--- config.mk ---
export PLATFORM = sky130hd
export DESIGN_NAME = div_wb_arbiter
export DESIGN_NICKNAME = d
export VERILOG_FILES = /design/src/rtl/div_wb_arbiter.sv
export SDC_FILE = /design/constraint.sdc
export NUM_CORES = 1
export LEC_CHECK = 0
export ABC_AREA = 0
export CORE_UTILIZATION = 26
export CTS_BUF_LIST = sky130_fd_sc_hd__clkbuf_2
export DETAILED_ROUTE_END_ITERATION = 7
export GPL_TIMING_DRIVEN = 0
export HOLD_SLACK_MARGIN = 0.12
export PLACE_DENSITY = 0.49
export SLEW_MARGIN = 20
export SYNTH_ARGS = -nofsm -noshare
export SYNTH_HDL_FRONTEND = slang
export SYNTH_SLANG_ARGS = --single-unit
--- constraint.sdc ---
create_clock -name clk -period 8.1 [get_ports clk]
set_input_delay 2.025 -clock clk [delete_from_list [all_inputs] [get_ports clk]]
set_output_delay 2.025 -clock clk [all_outputs]
set_load 0.02 [all_outputs]
--- src/rtl/div_wb_arbiter.sv ---
// rtl/div_wb_arbiter.sv - shares one register-file write port between the main pipe and buffered divider results
// The pipe wins the port unless the result FIFO is full; buffered results are killed by younger pipe writes.
module div_wb_arbiter #(
  parameter int FIFO_DEPTH = 2
) (
  input  logic        clk,
  input  logic        rst,
  input  logic        pipe_we,
  input  logic [4:0]  pipe_addr,
  input  logic [31:0] pipe_data,
  input  logic        div_we,
  input  logic [4:0]  div_addr,
  input  logic [31:0] div_data,
  input  logic [4:0]  rs1_addr,
  input  logic [4:0]  rs2_addr,
  output logic        rf_we,
  output logic [4:0]  rf_addr,
  output logic [31:0] rf_data,
  output logic        stall_req,
  output logic        hazard,
  output logic [1:0]  fifo_count,
  output logic        ovf_err
);

  localparam int PW = (FIFO_DEPTH > 1) ? $clog2(FIFO_DEPTH) : 1;

  logic [4:0]            addr_q [FIFO_DEPTH];
  logic [31:0]           data_q [FIFO_DEPTH];
  logic [FIFO_DEPTH-1:0] live_q;
  logic [PW-1:0]         rd_ptr;
  logic [PW-1:0]         wr_ptr;
  logic [1:0]            count_q;
  logic                  ovf_q;

  logic pipe_valid, div_valid, full, head_live, head_dead;
  logic pipe_perform, pop, push, kill_new, ovf_set;

  function automatic logic [PW-1:0] ptr_next(input logic [PW-1:0] p);
    return (p == PW'(FIFO_DEPTH - 1)) ? '0 : p + 1'b1;
  endfunction

  assign pipe_valid   = pipe_we && (pipe_addr != 5'd0);
  assign div_valid    = div_we && (div_addr != 5'd0);
  assign full         = (count_q == 2'(FIFO_DEPTH));
  assign head_live    = (count_q != 2'd0) && live_q[rd_ptr];
  assign head_dead    = (count_q != 2'd0) && !live_q[rd_ptr];
  assign pipe_perform = pipe_valid && !full;
  // A dead head leaves silently; a live head leaves only when it gets the port.
  assign pop          = head_dead || (head_live && !pipe_perform);
  assign push         = div_valid && (!full || pop);
  assign kill_new     = pipe_perform && (pipe_addr == div_addr);
  assign ovf_set      = (pipe_valid && full) || (div_valid && !push);

  always_comb begin
    rf_we   = 1'b0;
    rf_addr = 5'd0;
    rf_data = 32'd0;
    if (!rst) begin
      if (pipe_perform) begin
        rf_we   = 1'b1;
        rf_addr = pipe_addr;
        rf_data = pipe_data;
      end else if (head_live) begin
        rf_we   = 1'b1;
        rf_addr = addr_q[rd_ptr];
        rf_data = data_q[rd_ptr];
      end
    end
  end

  // Live bits are cleared on pop, so a set bit always marks an occupied slot.
  always_comb begin
    hazard = div_valid && ((div_addr == rs1_addr) || (div_addr == rs2_addr));
    for (int i = 0; i < FIFO_DEPTH; i++) begin
      if (live_q[i] && (addr_q[i] != 5'd0) &&
          ((addr_q[i] == rs1_addr) || (addr_q[i] == rs2_addr)))
        hazard = 1'b1;
    end
  end

  always_ff @(posedge clk) begin
    if (rst) begin
      rd_ptr  <= '0;
      wr_ptr  <= '0;
      count_q <= 2'd0;
      live_q  <= '0;
      ovf_q   <= 1'b0;
    end else begin
      if (pop) begin
        live_q[rd_ptr] <= 1'b0;
        rd_ptr         <= ptr_next(rd_ptr);
      end
      if (pipe_perform) begin
        for (int i = 0; i < FIFO_DEPTH; i++)
          if (addr_q[i] == pipe_addr) live_q[i] <= 1'b0;
      end
      if (push) begin
        addr_q[wr_ptr] <= div_addr;
        data_q[wr_ptr] <= div_data;
        live_q[wr_ptr] <= !kill_new;
        wr_ptr         <= ptr_next(wr_ptr);
      end
      case ({push, pop})
        2'b10:   count_q <= count_q + 2'd1;
        2'b01:   count_q <= count_q - 2'd1;
        default: count_q <= count_q;
      endcase
      if (ovf_set) ovf_q <= 1'b1;
    end
  end

  assign stall_req  = full;
  assign fifo_count = count_q;
  assign ovf_err    = ovf_q;

endmodule

==> results of run 1 <==
[cells in the final DEF (no fill, tap or decap), types with 2 or more instances in the layout]
| cell | Yosys | final |
|---|---|---|
| clkinvlp_4 | 0 | 3 |
| mux2i_1 | 37 | 37 |
| clkbuf_1 | 13 | 13 |
| nor3_1 | 9 | 9 |
| o221ai_1 | 3 | 3 |
| inv_1 | 2 | 2 |
| nor2_4 | 0 | 2 |
| buf_12 | 0 | 2 |
| dfxtp_1 | 8 | 8 |
| xor2_1 | 24 | 24 |
| clkbuf_2 | 0 | 9 |
| nand4_1 | 2 | 2 |
| or4_1 | 2 | 2 |
| a21oi_1 | 38 | 38 |
| clkinv_4 | 0 | 2 |
| a31oi_1 | 3 | 3 |
| buf_2 | 8 | 8 |
| buf_6 | 5 | 5 |
| xnor2_1 | 24 | 24 |
| nand3_1 | 7 | 7 |
| nor2_1 | 12 | 10 |
| edfxtp_1 | 74 | 74 |
| or3_1 | 37 | 37 |
| nand2_1 | 38 | 38 |
| clkdlybuf4s50_1 | 0 | 125 |
[state kept, by name, summed over array words and instances (netlist names), named ones only]
name        count
live_q          2
data_q         64
rd_ptr          1
ovf_err         1
wr_ptr          1
fifo_count      2
addr_q         10
[final cells by class]
type | instances | area [um^2]
fillers | 1641 | 10000
flip-flops and latches | 82 | 2380
multi-input cells | 256 | 1770
repair buffers | 127 | 1290
well taps | 216 | 270
plain buffers | 27 | 153
clock inverters | 7 | 55.1
clock buffers | 9 | 45.0
inverters | 2 | 7.51
[where the power goes]
part | total, W | leakage (nW) | internal, W | switching [W]
Combinational | 0.000331 | 1.11 | 0.000164 | 0.000167
Clock | 0.000197 | 0.0537 | 0.0000422 | 0.000155
Sequential | 0.000504 | 0.745 | 0.000486 | 0.0000175
[final timing paths]
path | startpoint | end | slack (ns) | cells past startpoint
min reg2reg | ovf_err$_SDFFE_PP0P_ | ovf_err$_SDFFE_PP0P_ | 0.50 | 2
min | ovf_err$_SDFFE_PP0P_ | ovf_err$_SDFFE_PP0P_ | 0.50 | 2
max | pipe_we | rf_data[1] | 1.64 | 7
max reg2reg | fifo_count[0]$_SDFFE_PP0P_ | live_q[1]$_SDFF_PP0_ | 6.36 | 6
[Yosys cell counts (2+ instances only)]
cell type,instances
nand2_1,38
a31oi_1,3
nor2_1,12
edfxtp_1,74
inv_1,2
nand4_1,2
nor3_1,9
or4_1,2
buf_2,8
buf_6,5
mux2i_1,37
nand3_1,7
dfxtp_1,8
xor2_1,24
a21oi_1,38
xnor2_1,24
clkbuf_1,13
or3_1,37
o221ai_1,3
[stage by stage]
| step | worst slack [ns] | instances | util |
|---|---|---|---|
| after floorplan | 2.57 | 367 | - |
| after global placement | 1.53 | 708 | 0.364 |
| after detailed placement | 1.64 | 710 | 0.367 |
| after CTS | 1.63 | 726 | 0.373 |
| after global routing | 1.47 | 726 | 0.373 |
| final | 1.64 | 726 | 0.373 |
[cells by family (layout without fill, tap and decap cells)]
| logic type | Yosys count | after routing | synth area share |
|---|---|---|---|
| AO/OA/AOI/OAI | 53 | 53 | 0.0754 |
| AND/OR/NAND/NOR | 116 | 116 | 0.142 |
| buffers and inverters | 29 | 172 | 0.0373 |
| flip-flops | 82 | 82 | 0.554 |
| multiplexers | 38 | 38 | 0.0897 |
| XOR/XNOR | 49 | 49 | 0.102 |
[worst max-delay path, cell delays in order]
cell             delay (ns)
clkdlybuf4s50_1        0.59
and3_4                 0.29
buf_6                  0.16
clkbuf_1               0.45
nand2_1                0.11
a21oi_1                0.17
clkdlybuf4s50_1        0.63
[per-layer routing]
metal | wire, um | part of all wire | up-vias
met5 | 0 | 0 | -
met4 | 99 | 0.0083 | 0
met3 | 567 | 0.047 | 7
met2 | 5970 | 0.50 | 84
met1 | 5320 | 0.44 | 1556
li1 | - | - | 1615
==> results.cfg, run 1 <==
[status]
outcome = finished clean

[placed_design]
dpl.hpwl_um = 8550
gp_congestion = 0.802
io_buffer_count = 125
place_area_um2 = 5870

[worst_setup_path]
worstPathArrival_ns = 4.43
endpoint_kind = output port
crit_type = in -> out
crit_path_max_fanout = 10
cp.required_ns = 6.08
cp-start-kind = primary input

[sta]
holdWs_ns = 0.504
final.setup_skew_ns = 0.0351
worstMarginPinSlew_ns = 0.784
fin_crit_sh = 0.797
relSlewSlack = 0.477
rsz0062_at_grt = false
min_period_ns = 6.46
max_freq_mhz = 155
hold_violations = 0
setup_viol = 0
slew_violations = 0
timing.setup.tns_ns = 0

[global_route]
grt_pass1_vias = 3348
grt_busiest_layer = met2
antenna_found_initial = 0
grtUsageMet1 = 0.182
grt_use_total = 0.148
met2_usage = 0.252
grt-ovfl-total = 0
grt_start_max_net_pins = 23
grt_pass1_wl_um = 18300
met3_usage = 0.0444

[clocking]
clk_path_buf_depth = 2
numCtsBuffers = 9
ctsHoldBuffers = 0
h-tree-depth = 3
clk_pin_slew_worst_paths_ns = 0.20
post_cts.repair.setup_buffers = 0
cts_tree = done
clock_latency_ns = 0.57
clock-root-buffer = clkbuf_2
ctsResizeCount = 0
clock-sinks = 82

[logic_synthesis]
syn_nets = 455
synth_edf_count = 74
synth_warnings = 0
synth-seq-area-share = 0.554
synthTopCellsByArea = edfxtp_1 52%, mux2i_1 8.6%, or3_1 5.4%
async_reset_ff_frac = 0
synth_cell_types = 40
postSynthAreaPerCell_um2 = 11.7
synth_top_cell_by_area = edfxtp_1
ys_seq_elements = 82
syn_area_um2 = 4300
synth_ff_type = edfxtp_1
netlist_instances = 367
synth_top_area_frac = 0.517

[die]
core-area_um2 = 16000
die_w_um = 131
ios = 131
rows = 46
start_util = 0.269
die_h_um = 131
die-area_um2 = 17000

[drt]
vias_per_cell = 4.49
finalWirelength_um = 12000
vias = 3262
drc = 0
avgRoutedWirePerCell_um = 16.5
antenna_left = 0
drtPass1Iterations = 4
drtIter0Drc = 75

[finish]
drive_gt1_frac = 0.0843
n_antenna_cell = 0
area_delta_synth_final_pct = 39.0
fin_area_um2 = 5970
finalNetCount = 593

[pwr]
max-vdd-ir-drop_v = 0.0000942
p_per_area_nw_per_um2 = 173
power_w = 0.00103
p_leak_nw = 1.91

[run]
maxCapViolations = 0

[worst_hold_path]
worstHoldPathType = reg -> reg
Note: power is estimated with default switching activity, not from simulation.
==> run 2: changes to the inputs <==
clock period = 5.94 ns   (was 8.1 ns; I/O delays follow)
==> results of run 2 <==
The final DEF is identical to that of run 1. Status: finished clean.
Main changes from that run: setup slack after placement 1.64 ns -> 0.561 ns; setup slack after layout 1.64 ns -> 0.564 ns; register-to-register setup slack 6.36 ns -> 4.20 ns; total power 0.00103 W -> 0.00141 W; worst IR drop on VDD 0.0000942 V -> 0.000128 V
==> run 3: changes to the inputs <==
==> constraint.sdc (replaced) <==
create_clock -name clk -period 6.2 [get_ports clk]
set_input_delay 1.86 -clock clk [delete_from_list [all_inputs] [get_ports clk]]
set_output_delay 1.86 -clock clk [all_outputs]
set_load 0.02 [all_outputs]
==> run 3 against run 2 <==
Against the previous run:
- combinational power decreased by 4.4%
- final area is essentially flat
- worst hold slack better by 0.00060 ns
- clock skew fell by 0.0046 ns
- critical path depth up 1
- first-iteration DRC count rose by 23%
- routed wire length barely moved
- largest cell class unchanged
- clock power is 4% lower
- power shrank 4.2%
- count of clock-buffer cells in the layout unchanged
- non-clock buffer count down 1
==> results.cfg, run 3 (synthesis results as in run 1) <==
[sta]
max_freq_mhz = 167
timing.setup.tns_ns = 0
rsz0062_at_grt = false
setup_viol = 0
relSlewSlack = 0.477
finalWorstSetupSlack_ns = 0.200
fin_crit_sh = 0.968
min_period_ns = 6.00
worstMarginPinSlew_ns = 0.784
final.setup_skew_ns = 0.0305
hold_violations = 0
slew_violations = 0

[worst_hold_path]
hold_depth = 2
worstHoldPathType = reg -> reg

[drt]
vias = 3260
drc = 0
avgRoutedWirePerCell_um = 16.5
drtIter0Drc = 92
vias_per_cell = 4.50
drtPass1Iterations = 4
finalWirelength_um = 12000
antenna_left = 0

[clocking]
cts_tree = done
clock_latency_ns = 0.57
post_cts.repair.setup_buffers = 0
clock-root-buffer = clkbuf_2
clk_path_buf_depth = 2
numCtsBuffers = 9
h-tree-depth = 3
ctsHoldBuffers = 0
ctsResizeCount = 0
clock-sinks = 82
clk_pin_slew_worst_paths_ns = 0.21

[placed_design]
place_ws_ns = 0.0712
place_area_um2 = 5870
place_inst = 710
io_buffer_count = 125
gp_congestion = 0.802
dpl.hpwl_um = 8550

[finish]
fill_cells = 1641
area_delta_synth_final_pct = 38.9
largest_reg_flops = 64
drive_gt1_frac = 0.0845
finalNetCount = 592
n_antenna_cell = 0
final_common_cell = clkdlybuf4s50_1
finalCoreUtilization = 0.373
most-common-layout-cells = 125 x clkdlybuf4s50_1, 74 x edfxtp_1, 38 x nand2_1, 38 x a21oi_1
largest-register = data_q
fin_area_um2 = 5970
reg_top3 = data_q: 64 flops, addr_q: 10 flops
layout.cells.non_filler = 725

[global_route]
antenna_found_initial = 0
grt_pass1_vias = 3348
grt-ovfl-total = 0
grt_start_max_net_pins = 23
grt_pass1_wl_um = 18300
grt_use_total = 0.148

[die]
die-area_um2 = 17000
core-area_um2 = 16000
die_w_um = 131
ios = 131
rows = 46
die_h_um = 131
start_util = 0.269

[worst_setup_path]
crit_path_max_fanout = 10
crit_type = in -> out
endpoint_kind = output port
cp.required_ns = 4.34
ff2ff_path_depth = 6
cp-start-kind = primary input
worstPathArrival_ns = 4.14

[run]
maxCapViolations = 0

[pwr]
p_leak_nw = 1.90
max-vdd-ir-drop_v = 0.000123
p_per_area_nw_per_um2 = 226

[status]
outcome = finished clean
-- run 3: cell types whose count changed in the layout (fill, tap and decap cells not counted), sizes merged --
cell	before	now
clkbuf	22	21
-- run 3: worst max-delay path, cell delays in order --
cell and delay, ns:
clkdlybuf4s50_1 0.59, and3_4 0.29, buf_6 0.15, buf_6 0.15
buf_2 0.24, nand2_1 0.09, a21oi_1 0.15, clkdlybuf4s50_1 0.62
-- run 3: power by group --
| group | total (W) | switching, W | internal (W) |
|---|---|---|---|
| clock | 0.000257 | 0.000202 | 0.0000551 |
| combinational | 0.000432 | 0.000218 | 0.000214 |
| sequential | 0.000658 | 0.0000228 | 0.000635 |
-- run 3: per-stage QoR --
step                      power, W  hold slack [ns]
after global routing       0.00143            0.551
final                      0.00135            0.505
after floorplan           0.000937            0.486
after detailed placement   0.00111            0.469
after CTS                  0.00138            0.513
after global placement     0.00110            0.459
-- run 3: worst paths after layout --
check / startpoint / end / slack [ns]
worst min-delay path: ovf_err$_SDFFE_PP0P_ / ovf_err$_SDFFE_PP0P_ / 0.50
worst min register to register: ovf_err$_SDFFE_PP0P_ / ovf_err$_SDFFE_PP0P_ / 0.50
worst max-delay path: pipe_we / rf_data[25] / 0.20
worst max register to register: fifo_count[0]$_SDFFE_PP0P_ / live_q[1]$_SDFF_PP0_ / 4.45
-- run 3: cell type report --
class	instances	area, um^2	share of cell area
Multi-Input combinational cell	256	1770	0.296
Tap cell	216	270	0.0453
Buffer	26	149	0.0249
Timing Repair Buffer	127	1290	0.216
Clock inverter	7	55.1	0.00922
Inverter	2	7.51	0.00126
Sequential cell	82	2380	0.399
Clock buffer	9	45.0	0.00755
-- run 3: layer usage --
layer  track usage  up-vias  wire [um]
met3        0.0444        7        568
met1         0.182     1555       5310
met4        0.0365        0         99
met5             0        -          0
li1              -     1612          -
met2         0.252       86       5980
